[src/rtl/div_sequencer.sv]
// Request sequencer in front of a start/done divider. Requests are buffered in a FIFO,
// issued one at a time, and returned in order. Divide-by-zero is answered locally.
module div_sequencer #(
    parameter int BITS  = 16,
    parameter int DEPTH = 4,
    parameter int TAG_W = 4
) (
    input  logic             clk,
    input  logic             rst_n,

    input  logic             in_valid,
    output logic             in_ready,
    input  logic [BITS-1:0]  in_dividend,
    input  logic [BITS-1:0]  in_divisor,
    input  logic [TAG_W-1:0] in_tag,

    output logic             div_start,
    output logic [BITS-1:0]  div_dividend,
    output logic [BITS-1:0]  div_divisor,
    input  logic             div_done,
    input  logic [BITS-1:0]  div_quotient,
    input  logic [BITS-1:0]  div_remainder,

    output logic             out_valid,
    input  logic             out_ready,
    output logic [BITS-1:0]  out_quotient,
    output logic [BITS-1:0]  out_remainder,
    output logic [TAG_W-1:0] out_tag,
    output logic             out_div0,

    output logic             busy
);

    localparam int PTR_W   = $clog2(DEPTH);
    localparam int ENTRY_W = 2 * BITS + TAG_W;

    typedef enum logic [1:0] {
        S_IDLE,
        S_ISSUE,
        S_WAIT,
        S_HOLD
    } state_t;

    state_t r_state;
    state_t w_state_next;

    logic [ENTRY_W-1:0] r_fifo_mem [DEPTH];
    logic [PTR_W-1:0]   r_wr_ptr;
    logic [PTR_W-1:0]   r_rd_ptr;
    logic [PTR_W:0]     r_count;

    logic               w_full;
    logic               w_empty;
    logic               w_push;
    logic               w_pop;

    logic [ENTRY_W-1:0] w_head;
    logic [BITS-1:0]    w_head_dividend;
    logic [BITS-1:0]    w_head_divisor;
    logic [TAG_W-1:0]   w_head_tag;
    logic               w_head_div0;

    logic [BITS-1:0]    r_op_dividend;
    logic [BITS-1:0]    r_op_divisor;
    logic [TAG_W-1:0]   r_op_tag;

    logic [BITS-1:0]    r_out_quotient;
    logic [BITS-1:0]    r_out_remainder;
    logic [TAG_W-1:0]   r_out_tag;
    logic               r_out_div0;

    // Full/empty come from registered occupancy only, so a pop in the same
    // cycle never lets a push into a full FIFO.
    assign w_full   = (r_count == (PTR_W + 1)'(DEPTH));
    assign w_empty  = (r_count == '0);
    assign in_ready = !w_full;
    assign w_push   = in_valid && !w_full;

    assign w_head          = r_fifo_mem[r_rd_ptr];
    assign w_head_dividend = w_head[ENTRY_W-1 -: BITS];
    assign w_head_divisor  = w_head[TAG_W +: BITS];
    assign w_head_tag      = w_head[TAG_W-1:0];
    assign w_head_div0     = (w_head_divisor == '0);

    always_ff @(posedge clk) begin
        if (w_push) begin
            r_fifo_mem[r_wr_ptr] <= {in_dividend, in_divisor, in_tag};
        end
    end

    always_ff @(posedge clk) begin
        if (!rst_n) begin
            r_wr_ptr <= '0;
            r_rd_ptr <= '0;
            r_count  <= '0;
        end else begin
            if (w_push) begin
                r_wr_ptr <= r_wr_ptr + 1'b1;
            end
            if (w_pop) begin
                r_rd_ptr <= r_rd_ptr + 1'b1;
            end
            case ({w_push, w_pop})
                2'b10:   r_count <= r_count + 1'b1;
                2'b01:   r_count <= r_count - 1'b1;
                default: r_count <= r_count;
            endcase
        end
    end

    always_ff @(posedge clk) begin
        if (!rst_n) begin
            r_state <= S_IDLE;
        end else begin
            r_state <= w_state_next;
        end
    end

    always_comb begin
        w_state_next = r_state;
        case (r_state)
            S_IDLE: begin
                if (!w_empty) begin
                    w_state_next = w_head_div0 ? S_HOLD : S_ISSUE;
                end
            end
            S_ISSUE: w_state_next = S_WAIT;
            S_WAIT: begin
                if (div_done) begin
                    w_state_next = S_HOLD;
                end
            end
            S_HOLD: begin
                if (out_ready) begin
                    w_state_next = S_IDLE;
                end
            end
            default: w_state_next = S_IDLE;
        endcase
    end

    always_comb begin
        w_pop     = 1'b0;
        div_start = 1'b0;
        out_valid = 1'b0;
        case (r_state)
            S_IDLE:  w_pop     = !w_empty;
            S_ISSUE: div_start = 1'b1;
            S_HOLD:  out_valid = 1'b1;
            default: ;
        endcase
    end

    // Zero divisors are resolved at pop time and go straight to the result registers.
    always_ff @(posedge clk) begin
        if (!rst_n) begin
            r_op_dividend   <= '0;
            r_op_divisor    <= '0;
            r_op_tag        <= '0;
            r_out_quotient  <= '0;
            r_out_remainder <= '0;
            r_out_tag       <= '0;
            r_out_div0      <= 1'b0;
        end else begin
            if (w_pop) begin
                r_op_dividend <= w_head_dividend;
                r_op_divisor  <= w_head_divisor;
                r_op_tag      <= w_head_tag;
                if (w_head_div0) begin
                    r_out_quotient  <= '1;
                    r_out_remainder <= w_head_dividend;
                    r_out_tag       <= w_head_tag;
                    r_out_div0      <= 1'b1;
                end
            end
            if ((r_state == S_WAIT) && div_done) begin
                r_out_quotient  <= div_quotient;
                r_out_remainder <= div_remainder;
                r_out_tag       <= r_op_tag;
                r_out_div0      <= 1'b0;
            end
        end
    end

    assign div_dividend  = r_op_dividend;
    assign div_divisor   = r_op_divisor;
    assign out_quotient  = r_out_quotient;
    assign out_remainder = r_out_remainder;
    assign out_tag       = r_out_tag;
    assign out_div0      = r_out_div0;
    assign busy          = !w_empty || (r_state != S_IDLE);

endmodule

[config.mk]
export PLATFORM = sky130hd
export DESIGN_NAME = div_sequencer
export DESIGN_NICKNAME = d
export VERILOG_FILES = /design/src/rtl/div_sequencer.sv
export SDC_FILE = /design/constraint.sdc
export NUM_CORES = 1
export LEC_CHECK = 0
export CELL_PAD_IN_SITES_DETAIL_PLACEMENT = 2
export CELL_PAD_IN_SITES_GLOBAL_PLACEMENT = 2
export CORE_MARGIN = 3
export CORE_UTILIZATION = 30
export DETAILED_ROUTE_END_ITERATION = 8
export PLACE_DENSITY_LB_ADDON = 0.1
export SLEW_MARGIN = 25
export SYNTH_ARGS = -nofsm -noshare
export SYNTH_HDL_FRONTEND = slang
export SYNTH_SLANG_ARGS = --single-unit
[constraint.sdc]
create_clock -name clk -period 5.85 [get_ports clk]
set_input_delay 1.17 -clock clk [delete_from_list [all_inputs] [get_ports clk]]
set_output_delay 1.17 -clock clk [all_outputs]
set_load 0.05 [all_outputs]
== Word-level counts from Yosys, hierarchy flattened ==
Memory sizes are Yosys's and may differ from the RTL's. A register that Yosys moved wholly into a read port is not among the register bits.
Cells that the tools add are included.

* Memory bits (writable): 144
* Memories: 1
* Register bits after elaboration: 82
* Logic and storage cells: 64
* Input port bits: 73
* Output and inout bits: 73

{| class="wikitable"
|+ Memory list
! name !! depth !! bits a word !! rd ports !! clocked after memory_dff !! wr ports !! line !! text
|-
| r_fifo_mem || 4 || 36 || 1 || 1 || 1 || 47 || <nowiki>logic [ENTRY_W-1:0] r_fifo_mem [DEPTH];</nowiki>
|}

* Add/sub/neg operators: 4
* Reductions and logical operators: 16
* Equal/unequal tests: 9
* Muxes and demuxes: 22
* Bitwise logic cells: 1

{| class="wikitable"
|+ Operator list
! cell !! count
|-
| 16-bit 2-to-1 mux || 6
|-
| 16-bit zero test || 1
|-
| 2-bit 2-to-1 mux || 6
|-
| 4-bit 2-to-1 mux || 3
|-
| 2-bit case mux with 4 select lines || 1
|-
| 2-bit nonzero test || 4
|-
| 2-bit == test, second input constant || 3
|-
| 2-bit inequality test, second input constant || 3
|-
| 3-bit case mux with 2 select lines || 1
|-
| 1-bit 2-to-1 mux || 5
|-
| 2-bit by 1-bit adder with 2-bit output, second input constant || 2
|-
| 2-bit by 1-bit == test with 1-bit output, second input constant || 2
|-
| 2-bit AND reduction || 2
|-
| 3-bit by 1-bit adder with 3-bit output, second input constant || 1
|-
| 3-bit == test, second input constant || 1
|-
| 3-bit zero test || 1
|-
| 3-bit AND reduction || 1
|-
| 3-bit by 1-bit subtractor with 3-bit output, second input constant || 1
|-
| 1-bit logical AND || 2
|-
| 1-bit zero test || 2
|-
| 2-bit zero test || 1
|-
| 2-bit OR reduction || 1
|-
| 1-bit logical OR || 1
|-
| 1-bit inverter || 1
|}

== Longest topological paths before layout ==
Gate-level depths: netlist (run 1).

* Word-level depth: 5
* Depth in mapped cells: 10
* Gate-level depth less buffers: 8

== Least setup slack after synthesis (run 1) ==
No wires, ideal clock.

* Path kind: input port to flip-flop
* From: input port in_valid
* To: register r_count[2]
* Slack: 3.082 ns
* Library setup time: 0.115 ns
* Stages on the path: 7
* Required time: 5.735 ns
* Buffers on the path: 1
* Arrival: 2.653 ns
* Cell sequence: and2_0 clkbuf_1 nor2_1 fa_1 or3_1 and3_1 o21a_1

* Cells in the longest elaborated chain, start to end: 3

{| class="wikitable"
|+ Ends and longest elaborated chain
! item !! line !! text
|-
| start: declaration || 11 || <nowiki>input logic in_valid,</nowiki>
|-
| 1-bit logical AND * || 77 || <nowiki>assign w_push = in_valid && !w_full;</nowiki>
|-
| 2-bit by 1-bit == test with 1-bit output / 2-bit == test (equally long branches) || 103 || <nowiki>case ({w_push, w_pop})</nowiki>
|-
| 3-bit case mux with 2 select lines / 2-bit nonzero test (equally long branches) || n/a ||
|-
| end signal: assignment || 104 || <nowiki>2'b10: r_count <= r_count + 1'b1;</nowiki>
|-
| end signal: assignment || 105 || <nowiki>2'b01: r_count <= r_count - 1'b1;</nowiki>
|-
| end signal: assignment || 106 || <nowiki>default: r_count <= r_count;</nowiki>
|-
| end: declaration || 50 || <nowiki>logic [PTR_W:0] r_count;</nowiki>
|}

Mark *: on every way between the ends. The rest lies on a longest branch, timed or not.
A chain may end at the register's enable or synchronous reset.

== Worst setup path after layout (run 1) ==
* From: register r_count[0]
* To: output port busy

* Cells in the longest elaborated chain, start to end: 3

{| class="wikitable"
|+ Ends and longest elaborated chain
! item !! line !! text
|-
| 3-bit zero test || 75 || <nowiki>assign w_empty = (r_count == '0);</nowiki>
|-
| 1-bit zero test || 191 || <nowiki>assign busy = !w_empty || (r_state != S_IDLE);</nowiki>
|-
| 1-bit logical OR || 191 ||
|-
| end: declaration || 31 || <nowiki>output logic busy</nowiki>
|}

Every way passes these cells.

==> summary.md, run 1 <==
| Metric | Value |
|---|---|
| Hold slack | `0.4622 ns` |
| Fin crit share | `0.5986` |
| Worst-path fanout max | `4` |
| Final GP Congestion | `0.6728` |
| Initial antenna violation count | `1` |
| CP max-delay cell | `clkdlybuf4s50_1` |
| Fmax | `285.6 MHz` |
| Synth Instances | `620` |
| CTS Sinks | `228` |
| Htree depth | `1` |
| Hold Vio Cnt, Final | `0` |
| Clock-pin slew on the worst setup and hold paths | `0.06 ns` |
| Worst setup EP type | `output pin` |
| Syn Std Cell Area | `0.008924 mm²` |
| # rows | `62` |
| CTS root buffer | `clkbuf_16` |
| Post-place setup slack | `2.272 ns` |
| Hold path depth | `2` |
| Yosys reg bits | `228` |
| Core ar. | `0.02901 mm²` |
| Vias in the first global route | `6381` |
| Final Non-Filler Cells | `1154` |
| Post-Synth Simple-Gate Area | `0.07922` |
| Rel. slew slack | `0.3265` |
| Status | `complete, no violations` |
| I/O Pins | `146` |
| Pwr per Cell Area | `490.0 mW/mm²` |
| # port buffers | `145` |
| GRT Util Overall | `0.1565` |
| HP Start | `out_div0$_SDFFE_PP0P_` |
| Antenna cell count | `0` |
| First-pass GRT wire length | `38.36 mm` |
| DR vias/cell | `4.956` |
| Dpl cells | `1106` |
| Post-CTS setup buffer count | `0` |
| CTS buffer count | `26` |
| Via Count | `5719` |
| CP Data Arrival Time | `2.33 ns` |
| Worst slew pin tran | `1.010 ns` |
| Mux cell area share after synthesis | `0.09436` |
| # nets final | `833` |
| R2R setup slack | `2.60 ns` |
| Die height | `178.5 µm` |
| Post-synth EDFFs | `144` |
| Seq/Total Area, Yosys | `0.6730` |
| Max rail drop VDD | `0.2169 mV` |
| MaxCap Viol Count | `0` |
| Cell chain of the critical path | `nor3_1 > nand2_1 > clkdlybuf4s50_1` |
| Worst hold path class | `reg2reg` |
| Post-route setup TNS | `0 ns` |
| Layout Skew | `0.01801 ns` |
| Total routed wirelength | `25.02 mm` |
| Drt pass-1 iters | `5` |
| Critical path's largest stage delay | `0.74 ns` |
| Post-CTS Resized | `0` |
| Later-pin clock latency in the skew report | `0.53 ns` |
| HPWL Detailed | `15.69 mm` |
| Slew Limit Fails | `0` |
| Ys Warns | `0` |
| Startpoint types | `flop` |
| Fraction of layout cells with a size suffix above 1 | `0.1299` |
| Complex-gate fraction of the synthesized area | `0.1014` |
| CTS tree | `done` |
| Syn_nets | `703` |
| FF-to-FF End | `out_remainder[8]$_SDFFE_PN0P_` |
| P_leak | `0.003696 µW` |
| Minimum clock period | `3.502 ns` |
| # hold bufs at CTS | `0` |
| XOR/XNOR Fraction of Synth Area | `0.004907` |
| Area Overhead vs Synth | `28.87%` |
| Total gr overflow | `0` |
| Worst endpoint required time | `4.68 ns` |
| PnR worst setup slack | `2.348 ns` |
| Setup violators final | `0` |
| Cell variety after synth | `40` |
| Top_reg_cell synth | `edfxtp_1` |
| Longest Clk Path Bufs | `3` |
| DRC Markers | `0` |
| RSZ-0062 raised after global routing | `false` |
| Die W | `178.5 µm` |
| DIE AREA | `0.03185 mm²` |
| Largest net degree at the start of global routing | `85` |
| Final antenna-violating net count | `0` |
| Syn avg cell area | `14.39 µm²` |
| Avg WL per Cell | `21.68 µm` |
| Post-Synth Adder-Cell Area | `0.01486` |
| Hold EP | `out_div0$_SDFFE_PP0P_` |
| Post-synth ARST share | `0` |
| Initial DRC Count | `326` |
| Largest family of logic cells by synthesized area | `compound AO/OA/AOI/OAI gates` |
| Register-to-Register Path Depth | `5` |
| Initial Util | `0.3076` |
| Critical path type | `reg2out` |
## metrics by stage
step	util	area (µm²)	total power, µW
finish	0.3964	11500	5634
global route	0.3964	11500	5948
CTS	0.3961	11490	5740
detailed placement	0.3678	10670	4154
global placement	0.3675	10660	4081
floorplan	-	8924	3454
## worst max path at each step
| stage | to | startpoint | slack [ns] |
|---|---|---|---|
| 2_1_floorplan | r_count[2]$_SDFFE_PN0P_ | in_valid | 3.08 |
| 6_report | busy | r_count[0]$_SDFFE_PN0P_ | 2.35 |
| 3_3_place_gp | out_div0$_SDFFE_PP0P_ | flop | 2.10 |
| 3_5_place_dp | out_remainder[8]$_SDFFE_PN0P_ | flop | 2.27 |
| 4_1_cts | busy | r_count[0]$_SDFFE_PN0P_ | 2.26 |
| 5_1_grt | busy | r_count[0]$_SDFFE_PN0P_ | 2.19 |
## worst max-delay path, delay by kind of cell (launching register included)
kind	cells	cell delay (ns)
buffers and inverters	1	0.74
flip-flops	1	0.36
AND/OR/NAND/NOR	2	0.72
## synth_stat cells (all sizes together), types with 2 or more instances
library cell  number  area [µm²]
ha                 9       112.6
a21boi            36       270.3
a31oi             21       131.4
buf               20       148.9
mux2i              2       20.02
inv                7       26.28
nor2b              4       25.02
xnor2              4       35.03
a21oi             19       140.1
nor4               4       50.05
o31ai             20       150.1
nand2             79       296.5
mux4              36       822.0
nor2              18       67.56
clkbuf            30       112.6
nand4             20       125.1
edfxtp           144        4324
and3               5       31.28
nand3              2       22.52
o21ai             37       185.2
and2              10       62.56
dfxtp             84        1682
## report_power, final
part           switching [µW]  leakage, µW  internal, µW
registers                 180      0.00201          2020
clock network             628     0.000400           932
logic                    1230      0.00129           639
## layout by cell type (no fill, tap or decap), drive strengths merged
cell type      synthesis  layout
clkbuf                30      37
or3                    1       1
nor3                   1       1
dfxtp                 84      84
clkinv                 0       9
o31ai                 20      20
nand4                 20      20
ha                     9       9
nor2b                  4       4
a21oi                 19      19
clkdlybuf4s50          0     144
o21a                   1       1
fa                     1       1
mux4                  36      36
nor2                  18      18
a222oi                 1       1
xor2                   1       1
buf                   20       8
inv                    7       7
o211a                  1       1
edfxtp               144     144
mux2i                  2       2
nand2b                 1       1
xnor2                  4       4
or3b                   1       1
nor4                   4       4
and3                   5       5
bufinv                 0       2
a31oi                 21      21
a21boi                36      36
nand2                 79      79
o21ai                 37      37
and2                  10      10
nand3                  2       2
## final cells by class
class	count	area, µm²
Fill cell	2911	17510
Sequential cell	228	6011
Multi-Input combinational cell	335	2661
Timing Repair Buffer	152	1499
Clock buffer	37	711.9
Tap cell	384	480.5
Clock inverter	11	110.1
Inverter	7	26.28
## routing by layer
layer  up-vias  wire length [µm]  GRT usage
li1       2601                 -          -
met5         -                15          0
met2       151             12200     0.2689
met4         2               396    0.02955
met1      2935             11180     0.2065
met3        30              1232    0.03193
## registers in the layout, summed over array words and instances (netlist names), named ones only
name	count
div_dividend	16
div_divisor	16
out_div0	1
out_quotient	16
out_remainder	16
out_tag	4
r_count	3
r_fifo_mem	144
r_op_tag	4
r_rd_ptr	2
r_state	2
r_wr_ptr	2
## cells by family (layout without fill, tap and decap cells)
logic type | count (synthesis) | count (layout)
AOI/OAI and AO/OA | 136 | 136
muxes | 38 | 38
adders and majority gates | 10 | 10
and+or+nand+nor | 146 | 146
DFF | 228 | 228
buffers and inverters | 57 | 207
xor gates and xnor gates | 5 | 5
Note: power is estimated with default switching activity, not from simulation.
==> inputs of run 2 (changes only) <==
- clock period: 5.85 -> 2.9 ns (I/O delays scaled with it)
==> run 2 against run 1 <==
Core utilization is 0.59 points higher. Combinational power rose by 110%. Design area grew 1.5%. Wire length up 3.2%. Total power increased by 100%. Non-clock buffer count grew 13. Clock power is 100% higher. Die area stayed put. Highest routed layer unchanged.
==> summary.md, run 2 (synthesized netlist as in run 1, its figures left out) <==
| Metric | Value |
|---|---|
| Worst-path fanout max | `4 (unchanged)` |
| Total gr overflow | `0 (unchanged)` |
| Post-CTS Resized | `0 (unchanged)` |
| HP Start | `div_divisor[9]$_SDFFE_PN0P_ (was out_div0$_SDFFE_PP0P_)` |
| HPWL Detailed | `16.59 mm (was 15.69 mm)` |
| RSZ-0062 raised after global routing | `false (unchanged)` |
| Met1 GRT Util | `0.2107 (was 0.2065)` |
| Drt pass-1 iters | `4 (was 5)` |
| Fillers | `2865 (was 2911)` |
| Worst slew pin tran | `0.7419 ns (was 1.010 ns)` |
| CTS buffer count | `26 (unchanged)` |
| Setup violators final | `0 (unchanged)` |
| Status | `complete, no violations (unchanged)` |
| Final core occ | `0.4022 (was 0.3964)` |
| Register area | `0.006008 mm² (was 0.006011 mm²)` |
| GRT Util Overall | `0.1620 (was 0.1565)` |
| Pwr per Cell Area | `982.6 mW/mm² (was 490.0 mW/mm²)` |
| Avg WL per Cell | `22.13 µm (was 21.68 µm)` |
| Worst endpoint required time | `2.32 ns (was 4.68 ns)` |
| CTS tree | `done (unchanged)` |
| Register-to-Register Path Depth | `7 (was 5)` |
| Htree depth | `1 (unchanged)` |
| Final GP Congestion | `0.7141 (was 0.6728)` |
| Hold EP | `div_divisor[9]$_SDFFE_PN0P_ (was out_div0$_SDFFE_PP0P_)` |
| Initial Util | `0.3076 (unchanged)` |
| Slew Limit Fails | `0 (unchanged)` |
| Critical path's largest stage delay | `0.82 ns (was 0.74 ns)` |
| Max FFs per register | `144 (unchanged)` |
| Fin crit share | `0.9544` |
| Hold path depth | `2 (unchanged)` |
| Area Overhead vs Synth | `30.78% (was 28.87%)` |
| Rel. slew slack | `0.5054 (was 0.3265)` |
| Antenna cell count | `0 (unchanged)` |
| Fraction of layout cells with a size suffix above 1 | `0.1456 (was 0.1299)` |
| P_leak | `0.003782 µW (was 0.003696 µW)` |
| Clock-pin slew on the worst setup and hold paths | `0.06 ns (about the same)` |
| CP max-delay cell | `clkdlybuf4s50_1 (unchanged)` |
| Met3 Usage GRT | `0.03299 (was 0.03193)` |
| Worst hold path class | `reg2reg (unchanged)` |
| Initial antenna violation count | `3 (was 1)` |
| CP Data Arrival Time | `2.19 ns (was 2.33 ns)` |
| Via Count | `5776 (was 5719)` |
| DRC Markers | `0 (unchanged)` |
| Final antenna-violating net count | `0 (unchanged)` |
| Core ar. | `0.02901 mm² (unchanged)` |
| First-pass GRT wire length | `39.79 mm (was 38.36 mm)` |
| # hold bufs at CTS | `0 (unchanged)` |
| Fmax | `361.3 MHz` |
| Commonest cells after routing, fill and taps aside | `144 x clkdlybuf4s50_1, 144 x edfxtp_1, 82 x dfxtp_1 (unchanged)` |
| Max rail drop VDD | `0.4052 mV (was 0.2169 mV)` |
| I/O Pins | `146 (unchanged)` |
| Largest net degree at the start of global routing | `59 (was 85)` |
| Longest Clk Path Bufs | `3 (unchanged)` |
| Hold Vio Cnt, Final | `0 (unchanged)` |
| CTS root buffer | `clkbuf_16 (unchanged)` |
| CTS Sinks | `228 (unchanged)` |
| Post-CTS setup buffer count | `0 (unchanged)` |
| Die W | `178.5 µm (unchanged)` |
| DR vias/cell | `4.949 (was 4.956)` |
| Met2 usage | `0.2794 (was 0.2689)` |
| Cell Area, Placed | `0.01086 mm² (was 0.01067 mm²)` |
| FF-to-FF End | `out_quotient[4]$_SDFFE_PN0P_ (was out_remainder[8]$_SDFFE_PN0P_)` |
| Hold slack | `0.4671 ns (was 0.4622 ns)` |
| DIE AREA | `0.03185 mm² (unchanged)` |
| # rows | `62 (unchanged)` |
| Final instance area | `0.01167 mm² (was 0.01150 mm²)` |
| Minimum clock period | `2.768 ns` |
| Later-pin clock latency in the skew report | `0.53 ns (about the same)` |
| Cell chain of the critical path | `inv_1 > ha_1 > nand2_1 > clkdlybuf4s50_1 (was nor3_1 > nand2_1 > clkdlybuf4s50_1)` |
| Multi-input logic area | `0.002648 mm² (was 0.002661 mm²)` |
| Initial DRC Count | `289 (was 326)` |
| # port buffers | `145 (unchanged)` |
| Post-route setup TNS | `0 ns (unchanged)` |
| Vias in the first global route | `6624 (was 6381)` |
| Total routed wirelength | `25.82 mm (was 25.02 mm)` |
| Critical path type | `reg2out (unchanged)` |
| Die height | `178.5 µm (unchanged)` |
| GRT Max-Usage Layer | `met2 (unchanged)` |
| Layout Skew | `0.01249 ns (was 0.01801 ns)` |
| Worst setup EP type | `output pin (unchanged)` |
| Startpoint types | `flop (unchanged)` |
| # nets final | `846 (was 833)` |
| MaxCap Viol Count | `0 (unchanged)` |
| Top reg by flops | `r_fifo_mem (unchanged)` |
| R2R setup slack | `0.25 ns (was 2.60 ns)` |
-- run 2: worst max path at each step --
| stage | start | end | slack, ns | depth (start not counted) |
|---|---|---|---|---|
| after CTS | r_state[0]$_SDFFE_PN0P_ | busy | 0.08 | 4 |
| final | r_state[0]$_SDFFE_PN0P_ | busy | 0.13 | 4 |
| after floorplan | r_count[0]$_SDFFE_PN0P_ | r_count[2]$_SDFFE_PN0P_ | 0.36 | 9 |
| after global routing | r_state[1]$_SDFFE_PN0P_ | busy | 0.03 | 4 |
| after detailed placement | flop | out_quotient[4]$_SDFFE_PN0P_ | 0.20 | 7 |
| after global placement | flop | out_div0$_SDFFE_PP0P_ | 0.29 | 7 |
-- run 2: area by class of cell --
type | instances | area share
flip-flops and latches | 228 | 0.5149
multi-input cells | 335 | 0.2269
repair buffers | 165 | 0.1454
clock buffers | 33 | 0.06154
well taps | 384 | 0.04117
clock inverters | 15 | 0.007934
inverters | 7 | 0.002252
-- run 2: through the flow --
stage | power [µW] | std cells | setup WS (ns)
floorplan | 6968 | 620 | 0.3576
global placement | 8354 | 1119 | 0.2946
detailed placement | 8478 | 1119 | 0.2038
CTS | 11690 | 1167 | 0.08073
global route | 12100 | 1167 | 0.02707
finish | 11470 | 1167 | 0.1321
-- run 2: where the power goes --
group          total [µW]  switching (µW)  internal [µW]  leakage (µW)
Combinational        3960            2580           1380       0.00138
Clock                3130            1300           1830      0.000398
Sequential           4380             298           4080       0.00201
Total               11500            4180           7290       0.00378
-- run 2: critical path, delay by kind of cell (launching register included) --
| family | cells | cell delay, ns |
|---|---|---|
| AND/OR/NAND/NOR | 1 | 0.08 |
| adder cells (fa/ha/maj) | 1 | 0.28 |
| buffers and inverters | 2 | 0.92 |
| flip-flops | 1 | 0.38 |
-- run 2: layer usage --
metal / wire (µm) / part of all wire / vias to the layer above
li1: - / - / 2618
met1: 11320 / 0.44 / 2980
met2: 12740 / 0.49 / 138
met3: 1333 / 0.052 / 34
met4: 375 / 0.015 / 6
met5: 47 / 0.0018 / -
==> RTL change: new RTL, config.mk and constraints of run 2 <==
Change the parameter `BITS` from 16 to 18.
--- a/src/rtl/div_sequencer.sv
+++ b/src/rtl/div_sequencer.sv
@@ -2,5 +2,5 @@
 // issued one at a time, and returned in order. Divide-by-zero is answered locally.
 module div_sequencer #(
-    parameter int BITS  = 16,
+    parameter int BITS  = 18,
     parameter int DEPTH = 4,
     parameter int TAG_W = 4
Ports: changed (8 resized); port bits go from 146 to 162. No check against the original RTL was run, so the function may have changed too.
==> RTL change against run 2 <==
  * Global-route usage is 0.50 points higher
  * Sequential power grew 10%
  * Core utilization is 0.23 points higher
  * Total power up 12%
  * Clock power rose by 13%
  * Design area up 9.7%
  * Count of clock-buffer cells in the layout rose by 7
  * Setup slack worse by 0.0074 ns
  * Final cell count grew 9.1%
  * Wire length rose by 11%
  * Sequential cell count is 24 higher
  * Non-clock buffer count increased by 23
  * Synthesized area up 8.4%
  * Largest cell class unchanged
  * Highest routed layer is now met4
==> RTL change: results (changes against run 2) <==
- Met2 wire length: 14300 um (was 12700 um)
- First-pass GRT wire length: 44400 um (was 39800 um)
- Mapped Nets: 770 (was 703)
- Non-clock buffer count in the final layout: 188 (was 165)
- Status: finished clean (unchanged)
- Filler cell count: 3107 (was 2865)
- Max Root-Sink Buffers: 3 (unchanged)
- Post-Syn Instances: 678 (was 620)
- Leading cell types by count after synthesis: edfxtp_1 (160), dfxtp_1 (92), nand2_1 (85), o21ai_0 (64), a21oi_1 (52) (was edfxtp_1 (144), dfxtp_1 (84), nand2_1 (79), o21ai_0 (37), a21boi_0 (36))
- Number of global-route vias before repair: 7393 (was 6624)
- Max reg flops: 160 (was 144)
- Unique masters post-synth: 35 (was 40)
- Clk Tree Root Cell: clkbuf_16 (unchanged)
- WL met3: 1370 um (was 1330 um)
- CTS resizes: 0 (unchanged)
- Final non-clock buffer share: 15.1% (was 14.5%)
- Synth area leaders: edfxtp_1 (50%), dfxtp_1 (19%), mux4_2 (9.3%), o21ai_0 (3.3%), nand2_1 (3.3%) (was edfxtp_1 (48%), dfxtp_1 (19%), mux4_2 (8.3%), nand2_1 (3.3%), a21boi_0 (3.0%))
- Sink Count: 252 (was 228)
- Lkg Pwr: 0.00414 uW (was 0.00378 uW)
- Register area share after synthesis: 68.7% (was 67.3%)
- 1st-iter DRT viols: 295 (was 289)
- Final WL: 28600 um (was 25800 um)
- Inst Count DP: 1219 (was 1119)
- Final cell count without fillers: 1273 (was 1167)
- DR top layer: met4 (was met5)
- VDD IR max: 0.487 mV (was 0.405 mV)
- GR Util met3: 3.05% (was 3.30%)
- Fin nets: 940 (was 846)
- Post-DP HPWL: 19400 um (was 16600 um)
- Area Overhead vs Synth: 32.3% (was 30.8%)
- Initial antenna violation count: 1 (was 3)
- Layout cell share with drive strength beyond 1: 15.5% (was 14.6%)
- GR Util All Layers: 16.7% (was 16.2%)
- CTS clk-pin slew, worst paths: 0.06 ns (about the same)
- M1 WL: 12300 um (was 11300 um)
- Tapcell Cnt: 402 (was 384)
- Multi-input gate share of total cell area: 21.4% (was 22.7%)
- Global Route met2 Usage: 29.7% (was 27.9%)
- Input/output buffers: 161 (was 145)
- Ys async rst share: 0% (unchanged)
- Inverters: 13 (was 7)
- Routability cong.: 0.722 (was 0.714)
- CTS buffer count: 29 (was 26)
- DP Worst Slack: 0.203 ns (was 0.204 ns)
- Number of diodes: 1 (was 0)
- Clock buffers: 40 (was 33)
- Final Skew: 0.00861 ns (was 0.0125 ns)
- Crit path DAT: 2.20 ns
- Syn. warnings: 0 (unchanged)
- Number of multi-input logic gates: 364 (was 335)
- Post-synth EDFFs: 160 (was 144)
- Sequential share of cell area: 52.0% (was 51.5%)
- Largest net degree at the start of global routing: 51 (was 59)
- Clock-cell share: 7.26% (was 6.95%)
- CP max FO: 4 (unchanged)
- Slew HR: 40.9% (was 50.5%)
- Met1 usage: 21.2% (was 21.1%)
- Vias: 6273 (was 5776)
- Gr busiest metal: met2 (unchanged)
- Placed instance area: 0.0119 sq mm (was 0.0109 sq mm)
==> RTL change: cell types whose count changed after synthesis, moves of 5 or more <==
cell | run 2 | this run
a21oi_1 | 9 | 52
a21boi_0 | 36 | 0
o21ai_0 | 37 | 64
o31ai_1 | 20 | 0
edfxtp_1 | 144 | 160
nor2_1 | 18 | 30
a21oi_2 | 9 | 0
a21oi_4 | 1 | 10
dfxtp_1 | 84 | 92
mux4_2 | 33 | 40
and2_1 | 9 | 3
nand2_1 | 79 | 85
inv_1 | 7 | 12
==> RTL change: critical path: cells and delay by family (launching register included) <==
family / cells / cell delay [ns]
buffers and inverters: 2 / 0.94
flip-flops: 1 / 0.40
adder cells (fa/ha/maj): 1 / 0.23
AND/OR/NAND/NOR: 1 / 0.08
==> RTL change: logic make-up (layout without fill, tap and decap cells) <==
kind of cell	after synthesis	count (layout)	share of synthesized area, %
adder cells (fa/ha/maj)	11	11	1.50
multiplexers	40	40	9.32
other	0	1	0
AO/OA/AOI/OAI	152	152	9.48
AND/OR/NAND/NOR	156	156	7.41
flip-flops	252	252	68.7
buffers and inverters	62	254	3.11
XOR/XNOR	5	5	0.453
==> RTL change: power by group <==
group | leakage (uW) | switching [uW] | total, uW | internal [uW]
registers | 0.00222 | 340 | 4820 | 4480
logic | 0.00147 | 2920 | 4520 | 1600
clock network | 0.000451 | 1430 | 3530 | 2100
total | 0.00414 | 4690 | 12900 | 8170
==> RTL change: path summary, 6_finish.rpt <==
kind,from,end,slack [ns],depth (start not counted)
max,r_state[1],busy,0.12,4
min reg2reg,r_op_tag[2],r_op_tag[2],0.46,2
min,r_op_tag[2],r_op_tag[2],0.46,2
max reg2reg,flip-flop,out_remainder[9],0.31,7
